<file path="config.mk">
export PLATFORM = sky130hd
export DESIGN_NAME = lsu_mem_datos
export DESIGN_NICKNAME = d
export VERILOG_FILES = /design/src/rtl/lsu_mem_datos.sv
export SDC_FILE = /design/constraint.sdc
export NUM_CORES = 1
export LEC_CHECK = 0
export ABC_AREA = 1
export CAP_MARGIN = 20
export CORE_MARGIN = 10
export CORE_UTILIZATION = 50
export DETAILED_ROUTE_END_ITERATION = 7
export PLACE_DENSITY_LB_ADDON = 0.2
export SETUP_SLACK_MARGIN = 0.3
export SLEW_MARGIN = 10
export SYNTH_ARGS = -nofsm -noshare
export SYNTH_HDL_FRONTEND = slang
export SYNTH_SLANG_ARGS = --single-unit
</file>
<file path="constraint.sdc">
create_clock -name CLK -period 3.1 [get_ports CLK]
set_clock_uncertainty 0.05 [all_clocks]
set_input_delay 0.62 -clock CLK [delete_from_list [all_inputs] [get_ports CLK]]
set_output_delay 0.62 -clock CLK [all_outputs]
set_load 0.01 [all_outputs]
</file>
<file path="src/rtl/lsu_mem_datos.sv">
// ============================================================================
// lsu_mem_datos : load/store unit, initiator side of the Mem_Datos data memory.
//                 Sub-word stores use read-modify-write on a word-only memory.
// Revision      : 1.0
// ============================================================================
`default_nettype none

module lsu_mem_datos #(
    parameter int READ_LAT = 1
) (
    input  logic        CLK,
    input  logic        RST_N,
    input  logic        Req_Valid,
    output logic        Req_Ready,
    input  logic        Req_Write,
    input  logic [2:0]  Req_Funct3,
    input  logic [31:0] Req_Addr,
    input  logic [31:0] Req_WData,
    output logic        Resp_Valid,
    output logic [31:0] Resp_RData,
    output logic        Resp_Err,
    output logic [31:0] Mem_Address,
    output logic [31:0] Mem_WriteData,
    output logic        Mem_Write_EN,
    input  logic [31:0] Mem_Read_Data
);

    localparam int               CNT_W    = 2;
    localparam logic [CNT_W-1:0] LAT_LAST = CNT_W'(READ_LAT - 1);

    typedef enum logic [1:0] {
        IDLE    = 2'd0,
        RD_WAIT = 2'd1,
        WR      = 2'd2,
        RESP    = 2'd3
    } state_t;

    state_t           state;
    logic [CNT_W-1:0] lat_cnt;
    logic             is_write;
    logic [2:0]       funct3_q;
    logic [1:0]       addr_lo;
    logic [15:0]      wdata_q;

    logic             req_err;
    logic [7:0]       byte_sel;
    logic [15:0]      half_sel;
    logic [31:0]      load_data;
    logic [31:0]      merged;

    // Stores only support B/H/W; unsigned variants are loads only.
    always_comb begin
        req_err = 1'b0;
        case (Req_Funct3)
            3'b000:  req_err = 1'b0;
            3'b001:  req_err = Req_Addr[0];
            3'b010:  req_err = |Req_Addr[1:0];
            3'b100:  req_err = Req_Write;
            3'b101:  req_err = Req_Write | Req_Addr[0];
            default: req_err = 1'b1;
        endcase
    end

    always_comb begin
        byte_sel = Mem_Read_Data[7:0];
        case (addr_lo)
            2'd0:    byte_sel = Mem_Read_Data[7:0];
            2'd1:    byte_sel = Mem_Read_Data[15:8];
            2'd2:    byte_sel = Mem_Read_Data[23:16];
            default: byte_sel = Mem_Read_Data[31:24];
        endcase
        half_sel = addr_lo[1] ? Mem_Read_Data[31:16] : Mem_Read_Data[15:0];

        load_data = Mem_Read_Data;
        case (funct3_q)
            3'b000:  load_data = {{24{byte_sel[7]}}, byte_sel};
            3'b100:  load_data = {24'h0, byte_sel};
            3'b001:  load_data = {{16{half_sel[15]}}, half_sel};
            3'b101:  load_data = {16'h0, half_sel};
            default: load_data = Mem_Read_Data;
        endcase
    end

    always_comb begin
        merged = Mem_Read_Data;
        if (funct3_q == 3'b000) begin
            merged[{addr_lo, 3'b000} +: 8] = wdata_q[7:0];
        end else if (addr_lo[1]) begin
            merged[31:16] = wdata_q;
        end else begin
            merged[15:0] = wdata_q;
        end
    end

    always_ff @(posedge CLK or negedge RST_N) begin
        if (!RST_N) begin
            state         <= IDLE;
            lat_cnt       <= '0;
            is_write      <= 1'b0;
            funct3_q      <= 3'b000;
            addr_lo       <= 2'b00;
            wdata_q       <= 16'h0;
            Req_Ready     <= 1'b1;
            Resp_Valid    <= 1'b0;
            Resp_RData    <= 32'h0;
            Resp_Err      <= 1'b0;
            Mem_Address   <= 32'h0;
            Mem_WriteData <= 32'h0;
            Mem_Write_EN  <= 1'b0;
        end else begin
            Mem_Write_EN <= 1'b0;
            Resp_Valid   <= 1'b0;
            case (state)
                IDLE: begin
                    if (Req_Valid) begin
                        Req_Ready <= 1'b0;
                        is_write  <= Req_Write;
                        funct3_q  <= Req_Funct3;
                        addr_lo   <= Req_Addr[1:0];
                        wdata_q   <= Req_WData[15:0];
                        lat_cnt   <= '0;
                        if (req_err) begin
                            state      <= RESP;
                            Resp_Valid <= 1'b1;
                            Resp_Err   <= 1'b1;
                            Resp_RData <= 32'h0;
                        end else if (Req_Write && (Req_Funct3 == 3'b010)) begin
                            state         <= WR;
                            Mem_Address   <= {2'b00, Req_Addr[31:2]};
                            Mem_WriteData <= Req_WData;
                            Mem_Write_EN  <= 1'b1;
                        end else begin
                            state       <= RD_WAIT;
                            Mem_Address <= {2'b00, Req_Addr[31:2]};
                        end
                    end
                end
                RD_WAIT: begin
                    if (lat_cnt == LAT_LAST) begin
                        if (is_write) begin
                            state         <= WR;
                            Mem_WriteData <= merged;
                            Mem_Write_EN  <= 1'b1;
                        end else begin
                            state      <= RESP;
                            Resp_Valid <= 1'b1;
                            Resp_RData <= load_data;
                        end
                    end else begin
                        lat_cnt <= lat_cnt + 1'b1;
                    end
                end
                WR: begin
                    state      <= RESP;
                    Resp_Valid <= 1'b1;
                    Resp_RData <= 32'h0;
                    Resp_Err   <= 1'b0;
                end
                RESP: begin
                    state      <= IDLE;
                    Req_Ready  <= 1'b1;
                    Resp_RData <= 32'h0;
                    Resp_Err   <= 1'b0;
                end
                default: begin
                    state     <= IDLE;
                    Req_Ready <= 1'b1;
                end
            endcase
        end
    end

endmodule

`default_nettype wire

</file>
Word level (Yosys, flattened, before mapping)
Index checks and enable logic that the tools add are counted.

operators by class
  equality and inequality tests = 20
  bitwise logic cells = 2
  shift-type cells = 2
  $add $sub $neg = 2
  reduce and logical (&&, ||, !) cells = 19
  mux-type cells = 44

operators with widths
  kind                                                                    number
  32-bit 2-to-1 mux                                                       10
  32-bit one-hot mux with 4 select lines                                  1
  32-bit one-hot mux with 3 select lines                                  1
  32-bit one-hot mux with 2 select lines                                  1
  16-bit 2-to-1 mux                                                       3
  32-bit bitwise mux                                                      1
  8-bit by 7-bit variable shift with 32-bit output, first input constant  1
  8-bit by 7-bit variable part select with 32-bit output                  1
  8-bit one-hot mux with 3 select lines                                   1
  2-bit inequality test, second input constant                            8
  1-bit 2-to-1 mux                                                        13
  3-bit == test, second input constant                                    4
  2-bit 2-to-1 mux                                                        6
  3-bit AND reduction                                                     3
  2-bit one-hot mux with 4 select lines                                   1
  5-bit negation with 7-bit output                                        1
  2-bit == test, second input constant                                    3
  3-bit by 1-bit == test with 1-bit output, second input constant         2
  2-bit logical NOT                                                       3
  3-bit logical NOT                                                       2
  1-bit one-hot mux with 2 select lines                                   3
  2-bit AND reduction                                                     3
  6-bit AND reduction                                                     1
  2-bit nonzero test                                                      3
  11 further kinds                                                        13

storage, ports and cells
  output and inout port bits = 100
  logic and storage cells = 102
  register bits after elaboration = 124
  input bits = 103

Depth between registers and ports, before layout
Gate-level depths: netlist (run 1).

  depth after elaboration = 7
  mapped depth = 15
  gate-level depth less buffers = 10

Least setup slack after synthesis (run 1)
Ideal clock, no wire load.

  kind = register to register
  from = register addr_lo[1]
  to = register Mem_WriteData[0]
  clock period less this slack = 2199 ps
  path slack = 901 ps
  setup time = 65 ps
  data required time = 2985 ps
  path buffers = 4
  cell stages (with the launch flop) = 14
  arrival time = 2084 ps
  cells stage by stage = dfrtp_1 -> buf_2 -> inv_1 -> buf_4 -> buf_2 -> ha_1 -> clkbuf_1 -> nor2_1 -> nand4_1 -> nand2_1 -> nand2_1 -> nand2_1 -> nand3_1 -> nand2_1

between the ends
  cells in the longest elaborated chain, start to end = 7
  elaborated cells on any way between the ends = 9
  those cells by class = add/sub (1); shift (2); mux (6)

RTL lines
  element                                                                                                                            line  text
  from (decl)                                                                                                                        42    logic [1:0] addr_lo;
  from (signal assigned)                                                                                                             119   addr_lo <= Req_Addr[1:0];
  5-bit negation with 7-bit output                                                                                                   87    merged[{addr_lo, 3'b000} +: 8] = wdata_q[7:0];
  8-bit by 7-bit variable part select with 32-bit output / 8-bit by 7-bit variable shift with 32-bit output (equally long branches)  87
  32-bit bitwise mux                                                                                                                 87
  32-bit 2-to-1 mux (*)                                                                                                              86    if (funct3_q == 3'b000) begin
  32-bit 2-to-1 mux (*)                                                                                                              140   if (is_write) begin
  32-bit 2-to-1 mux (*)                                                                                                              139   if (lat_cnt == LAT_LAST) begin
  32-bit one-hot mux with 2 select lines (*)                                                                                         113   case (state)
  to (signal assigned)                                                                                                               130   Mem_WriteData <= Req_WData;
  to (signal assigned)                                                                                                               142   Mem_WriteData <= merged;
  to (decl)                                                                                                                          23    output logic [31:0] Mem_WriteData,

Every way passes the cells marked *; elsewhere a longest branch is shown, timed or not. The select of a mux whose other input is x is not followed.
A chain may end at the register's enable or synchronous reset.

Final worst setup path (run 1)
  from = register state[0]
  to = register Resp_RData[20]

between the ends
  cells in the longest elaborated chain, start to end = 3
  elaborated cells on any way between the ends = 11
  those cells by class = eq/ne (7); mux (1); reduce/logical (3)

RTL lines
  element                                                                               line  text
  from (decl)                                                                           38    state_t state;
  from (signal assigned)                                                                97    state <= IDLE;
  from (signal assigned)                                                                123   state <= RESP;
  from (signal assigned)                                                                128   state <= WR;
  2-bit == test (tied with other cells)                                                 113
  2-bit OR reduction (no source line) / 2-bit inequality test (equally long branches)   -
  32-bit one-hot mux with 3 select lines / 4-bit AND reduction (equally long branches)  -
  to (signal assigned)                                                                  147   Resp_RData <= load_data;
  to (decl)                                                                             20    output logic [31:0] Resp_RData,

Parallel ways exist; a longest one is shown, timed or not.

==> results of run 1 <==
## registers in the layout, indices dropped and copies added, names as in the netlist, 2 cells and up
name / flops
Mem_WriteData: 32
Mem_Address: 30
Resp_RData: 32
funct3_q: 3
wdata_q: 16
lat_cnt: 2
state: 2
addr_lo: 2
## per-layer routing
| metal | routed length (um) | vias up |
|---|---|---|
| met5 | 0 | - |
| met4 | 563 | 0 |
| met3 | 2370 | 45 |
| met2 | 13000 | 378 |
| met1 | 12100 | 3940 |
| li1 | - | 4188 |
## path summary, 6_finish.rpt
kind,slack (ns),endpoint,startpoint
worst max-delay path,0.59,Resp_RData[20]$_DFFE_PN0P_,state[0]$_DFFE_PN0P_
worst min-delay path,0.19,Mem_WriteData[4]$_DFFE_PN0P_,RST_N
worst max register to register,0.59,Resp_RData[20]$_DFFE_PN0P_,state[0]$_DFFE_PN0P_
worst min register to register,0.43,Mem_WriteData[2]$_DFFE_PN0P_,Mem_WriteData[2]$_DFFE_PN0P_
max in group asynchronous,2.05,Resp_RData[15]$_DFFE_PN0P_,RST_N
min in group CLK,0.43,Mem_WriteData[2]$_DFFE_PN0P_,Mem_WriteData[2]$_DFFE_PN0P_
## area by class of cell
type	count	share of cell area, %
clock buffer	22	4.33
clock inverter	10	0.875
inverter	103	3.66
multi-input combinational	931	39.0
sequential	124	28.9
tap	216	2.52
timing repair buffer	224	20.7
## synthesized netlist by cell type, types with 5 or more instances
| cell type | instances |
|---|---|
| o21ai_1 | 5 |
| clkbuf_1 | 32 |
| nor2_1 | 87 |
| a21oi_1 | 32 |
| ha_1 | 11 |
| nand3_1 | 94 |
| nand2_2 | 5 |
| inv_1 | 100 |
| a21oi_2 | 32 |
| o21ai_0 | 80 |
| nand2_1 | 544 |
| buf_2 | 32 |
| o21ai_2 | 10 |
| buf_4 | 7 |
| nand4_1 | 16 |
| dfrtp_1 | 123 |
| buf_6 | 8 |
## kinds of logic (layout without fill, tap and decap cells)
| kind of cell | Yosys count | count (layout) | synth area share (%) |
|---|---|---|---|
| AOI/OAI and AO/OA | 163 | 163 | 12.2 |
| adders and majority gates | 11 | 11 | 1.70 |
| buffers and inverters | 183 | 359 | 10.1 |
| DFF | 124 | 124 | 38.3 |
| other | 1 | 2 | 0.0463 |
| and+or+nand+nor | 755 | 755 | 37.7 |
## power groups by stage
stage	Combinational, W	Sequential [W]	Clock [W]
final	0.00681	0.00280	0.00192
after global routing	0.00756	0.00289	0.00201
after CTS	0.00679	0.00280	0.00193
after detailed placement	0.00674	0.00281	0
after global placement	0.00667	0.00279	0
after floorplan	0.00409	0.00303	0
## worst max-delay path: stages, from the launching register on
cell	delay [ns]
dfrtp_1	0.39
inv_1	0.08
ha_1	0.31
nand2_2	0.15
nand2_2	0.13
nor2_4	0.49
nand2_2	0.34
buf_4	0.28
nand2_1	0.05
o21ai_0	0.07
## through the flow
step           std cells  instance area, um2  worst slack [ns]  hold WS (ns)  util, %
3_5_place_dp        1598               10200             0.302         0.414     64.0
6_report            1630               10700             0.593         0.191     67.5
2_1_floorplan       1238                8110             0.901         0.274        -
4_1_cts             1630               10700             0.612         0.213     67.5
5_1_grt             1630               10700             0.367         0.234     67.5
3_3_place_gp        1598               10200             0.349         0.411     64.0
==> flow_metrics.py, run 1 <==
metrics = {
    "global_route": {
        "grt_util_met3_pct": 5.25,
        "grt_max_degree": 94,
        "first_global_vias": 8233,
        "grt_util_all_layers_pct": 25.6,
        "grt-ovfl-total": 0,
        "antenna_found_initial": 0,
        "grt_use_met2_pct": 39.4,
        "grtUsageMet1_pct": 35.3,
        "grt-busiest-layer": "met2",
        "grt_pass1_wl_mm": 45.3,
    },
    "layout": {
        "drive_gt1_share_pct": 8.06,
        "fillers": 1407,
        "antennaDiodeCount": 0,
        "area_growth_syn_to_layout_pct": 32.4,
        "mostFrequentLayoutCells": "nand2_1 (544), clkdlybuf4s50_1 (199), dfrtp_1 (123), inv_1 (99), nand3_1 (94)",
        "seq_area_mm2": 0.00310,
        "nets": 1515,
        "final_common_cell": "nand2_1",
        "multi_input_area_mm2": 0.00419,
    },
    "routing": {
        "vias": 8551,
        "drc": 0,
        "ant_nets": 0,
        "drt_iter0_drc": 938,
        "wire_per_inst_um": 17.2,
        "wl_mm": 28.0,
        "avgViaCountPerCell": 5.25,
        "drt-pass1-iter-count": 6,
    },
    "timing": {
        "worst_slew_pin_slew_ns": 0.927,
        "final.period_utilization_pct": 80.9,
        "tns_ns": 0,
        "hold_viol": 0,
        "setup_viol": 0,
        "period_needed_ns": 2.51,
        "timing.fmax_ghz": 0.399,
        "drv_slew": 0,
        "rsz0062_at_grt": "no",
        "slew_headroom_pct": 38.0,
    },
    "flow_run": {
        "maxCapViolCount": 0,
    },
    "worst_setup_path": {
        "worstSetupPathType": "register to register",
        "startpoint_type": "register",
        "end_kind": "register",
        "ff2ff_path_depth": 9,
        "cp_data_required_time_ns": 3.33,
        "worstPathArrival_ns": 2.73,
        "worstPathMaxFanout": 25,
    },
    "run_status": {
        "run_status": "finished clean",
    },
    "pwr": {
        "leakage_nw": 5.41,
        "pwr-share-comb_pct": 59.1,
        "power_density_mw_per_mm2": 1070,
        "intPower_w": 0.00610,
        "swShare_pct": 47.1,
        "clock_power_share_pct": 16.6,
        "irDropWorstVdd_uv": 751,
        "power_w": 0.0115,
        "p_switching_w": 0.00543,
        "pwr-share-seq_pct": 24.3,
    },
    "clock_tree": {
        "cts_buffer_depth": 2,
        "cts_tree": "built",
        "cts-buffers-inserted": 17,
        "cts_setup_buffers": 0,
        "htree_levels": 4,
        "ctsResizeCount": 0,
        "clkLatencyLatePin_ns": 0.42,
        "clock-root-buffer": "clkbuf_16",
        "cts_sinks": 124,
        "holdBufCountCts": 0,
        "path_clk_slew_ns": 0.06,
    },
    "floorplan": {
        "start_util_pct": 51.0,
        "die-area_mm2": 0.0217,
        "fp.dieW_um": 147,
        "ios": 203,
        "core-area_mm2": 0.0159,
        "rows": 46,
        "die_h_um": 147,
    },
    "logic_synthesis": {
        "ys_top_cells_by_area": "dfrtp_1 (38%), nand2_1 (25%), nand3_1 (5.8%)",
        "synth_top_area_share_pct": 38.0,
        "synth_edf_count": 0,
        "synth_area_mm2": 0.00810,
        "seq_area_frac_synth_pct": 38.3,
        "synth_cell_types": 32,
        "syn_avg_cell_area_um2": 6.55,
        "ys.flop_type": "dfrtp_1",
        "synthArstFlopShare_pct": 100,
        "ys_seq_elements": 124,
        "yosysWarnings": 0,
        "synthCells": 1237,
        "yosysTopAreaCell": "dfrtp_1",
    },
    "placed_design": {
        "io_buffers": 200,
        "gp_congestion": 0.955,
        "dp_hpwl_mm": 20.3,
    },
    "worst_hold_path": {
        "hp-class": "input port to asynchronous set/reset pin",
    },
}
No activity file was read; power rests on OpenSTA's default activity.
==> inputs of run 2 (changes only) <==
--- a/config.mk
+++ b/config.mk
@@ -8,7 +8,7 @@
 export ABC_AREA = 1
 export CAP_MARGIN = 20
 export CORE_MARGIN = 10
-export CORE_UTILIZATION = 50
+export CORE_UTILIZATION = 46
 export DETAILED_ROUTE_END_ITERATION = 7
 export PLACE_DENSITY_LB_ADDON = 0.2
 export SETUP_SLACK_MARGIN = 0.3
==> constraint.sdc (replaced) <==
create_clock -name CLK -period 2.3 [get_ports CLK]
set_clock_uncertainty 0.05 [all_clocks]
set_input_delay 0.46 -clock CLK [delete_from_list [all_inputs] [get_ports CLK]]
set_output_delay 0.46 -clock CLK [all_outputs]
set_load 0.01 [all_outputs]
==> flow_metrics.py, run 2 (synthesized netlist as in run 1, its figures left out) <==
metrics = {
    "routing": {
        "avgViaCountPerCell": 5.12,
        "wl_mm": 28.4,
        "wire_per_inst_um": 17.0,
        "vias": 8527,
        "drc": 0,
        "drt_iter0_drc": 802,
        "drt-pass1-iter-count": 5,
        "ant_nets": 0,
    },
    "clock_tree": {
        "holdBufCountCts": 0,
        "cts_buffer_depth": 2,
        "htree_levels": 4,
        "cts_tree": "built",
        "cts_sinks": 124,
        "cts-buffers-inserted": 17,
        "clock-root-buffer": "clkbuf_16",
        "path_clk_slew_ns": 0.06,
        "clkLatencyLatePin_ns": 0.43,
    },
    "global_route": {
        "grt_pass1_wl_mm": 44.7,
        "antenna_found_initial": 1,
        "grt_util_all_layers_pct": 23.4,
        "grt-ovfl-total": 0,
        "first_global_vias": 8182,
        "grt_max_degree": 62,
    },
    "worst_hold_path": {
        "hp-class": "input port to asynchronous set/reset pin",
    },
    "floorplan": {
        "fp.dieW_um": 153,
        "ios": 203,
        "core-area_mm2": 0.0173,
        "die-area_mm2": 0.0233,
        "start_util_pct": 46.9,
        "rows": 48,
        "die_h_um": 153,
    },
    "timing": {
        "worst_slew_pin_slew_ns": 0.587,
        "period_needed_ns": 1.91,
        "setup_viol": 0,
        "setup_ws_ns": 0.386,
        "hold_viol": 18,
        "slew_headroom_pct": 60.8,
        "hold-worst-slack_ns": -0.0197,
        "rsz0062_at_grt": "no",
        "tns_ns": 0,
        "drv_slew": 0,
        "final.period_utilization_pct": 83.2,
        "timing.fmax_ghz": 0.522,
    },
    "worst_setup_path": {
        "worstPathMaxFanout": 9,
        "cpPeakStageDelay_ns": 0.46,
        "worstSetupPathType": "register to register",
        "startpoint": "addr_lo[0]$_DFFE_PN0P_",
        "cp_top_family": "simple AND/OR/NAND/NOR gates",
        "cp_data_required_time_ns": 2.62,
        "cp.buffers_inverters": 2,
        "worstPathArrival_ns": 2.23,
        "path_cells": "inv_1 > ha_2 > buf_4 > nor2_4 > nand4_1 > nand2_1 > nand2_1 > nand2_1 > nand3_1 > nand2_1",
        "r2r-start": "addr_lo[0]$_DFFE_PN0P_",
        "startpoint_type": "register",
        "crit_top_cell": "nand2_1",
        "end_kind": "register",
        "critPathSlowestCell": "dfrtp_2",
    },
    "layout": {
        "drive_gt1_share_pct": 10.9,
        "seq_area_mm2": 0.00311,
        "final_common_cell": "nand2_1",
        "mostFrequentLayoutCells": "nand2_1 (543), clkdlybuf4s50_1 (198), dfrtp_1 (122), inv_1 (97), nand3_1 (94)",
        "largestRegisters": "Mem_WriteData: 32 flops, Resp_RData: 32 flops, Mem_Address: 30 flops",
        "fillers": 1601,
        "multi_input_area_mm2": 0.00426,
        "area_growth_syn_to_layout_pct": 37.2,
        "nets": 1542,
        "antennaDiodeCount": 0,
    },
    "placed_design": {
        "dp_hpwl_mm": 21.4,
        "place_ws_ns": 0.0978,
        "gp_congestion": 0.950,
        "io_buffers": 200,
    },
    "run_status": {
        "run_status": "finished with violations",
        "violations": "hold timing",
    },
    "pwr": {
        "leakage_nw": 5.58,
        "irDropWorstVdd_uv": 795,
        "power_density_mw_per_mm2": 1460,
    },
    "flow_run": {
        "maxCapViolCount": 0,
    },
}
==> run 2: cell count changes in the layout (fill, tap and decap cells not counted), moves of 3 or more <==
| cell | previous run | this run |
|---|---|---|
| inv_6 | 1 | 6 |
| buf_4 | 22 | 40 |
| clkbuf_1 | 3 | 0 |
| buf_6 | 0 | 4 |
| ha_1 | 11 | 5 |
| buf_12 | 3 | 6 |
| nor2_1 | 86 | 83 |
| nor2_4 | 2 | 5 |
| ha_2 | 0 | 4 |
==> run 2: through the flow <==
stage | cells | util [%] | power, W | area [um2]
after global routing | 1666 | 64.3 | 0.0175 | 11100
after CTS | 1659 | 63.5 | 0.0160 | 11000
final | 1666 | 64.3 | 0.0162 | 11100
after global placement | 1627 | 60.0 | 0.0131 | 10400
after detailed placement | 1627 | 60.0 | 0.0132 | 10400
after floorplan | 1238 | - | 0.00968 | 8150
==> run 2: power by group <==
group,internal (W),total (W),switching [W]
logic,0.00388,0.00965,0.00577
registers,0.00320,0.00384,0.000643
clock network,0.00164,0.00272,0.00108
==> run 2: path summary, 6_finish.rpt <==
| path | depth (start not counted) | end | slack, ns |
|---|---|---|---|
| min in group CLK | 2 | Mem_WriteData[10]$_DFFE_PN0P_ | 0.43 |
| setup reg to reg | 10 | Mem_WriteData[5]$_DFFE_PN0P_ | 0.39 |
| hold reg to reg | 2 | Mem_WriteData[10]$_DFFE_PN0P_ | 0.43 |
| setup / recovery | 10 | Mem_WriteData[5]$_DFFE_PN0P_ | 0.39 |
| hold / removal | 1 | wdata_q[7]$_DFFE_PN0P_ | -0.02 |
| max in group asynchronous | 2 | Mem_Address[23]$_DFFE_PN0P_ | 1.60 |
==> run 2: layer usage <==
metal,GRT usage [%],wire length (um),up-vias
met2,37.8,13300,299
li1,-,-,4253
met4,8.31,765,0
met3,5.25,1870,50
met5,0,0,-
met1,29.9,12400,3925
==> run 2: area by class of cell <==
class	count	share of cell area (%)
clock inverters	14	1.41
repair buffers	250	22.2
clock buffers	18	3.95
flip-flops and latches	124	27.9
multi-input cells	931	38.3
well taps	225	2.53
repair inverters	1	0.0675
inverters	103	3.62
==> run 2: timing repair <==
item,4_1_cts,5_1_grt
buffers inserted,0,6
endpoints found under the hold margin,0,0
gates cloned,0,1
setup endpoints to repair,32,94
resized for setup,4,24
pin swaps,0,2
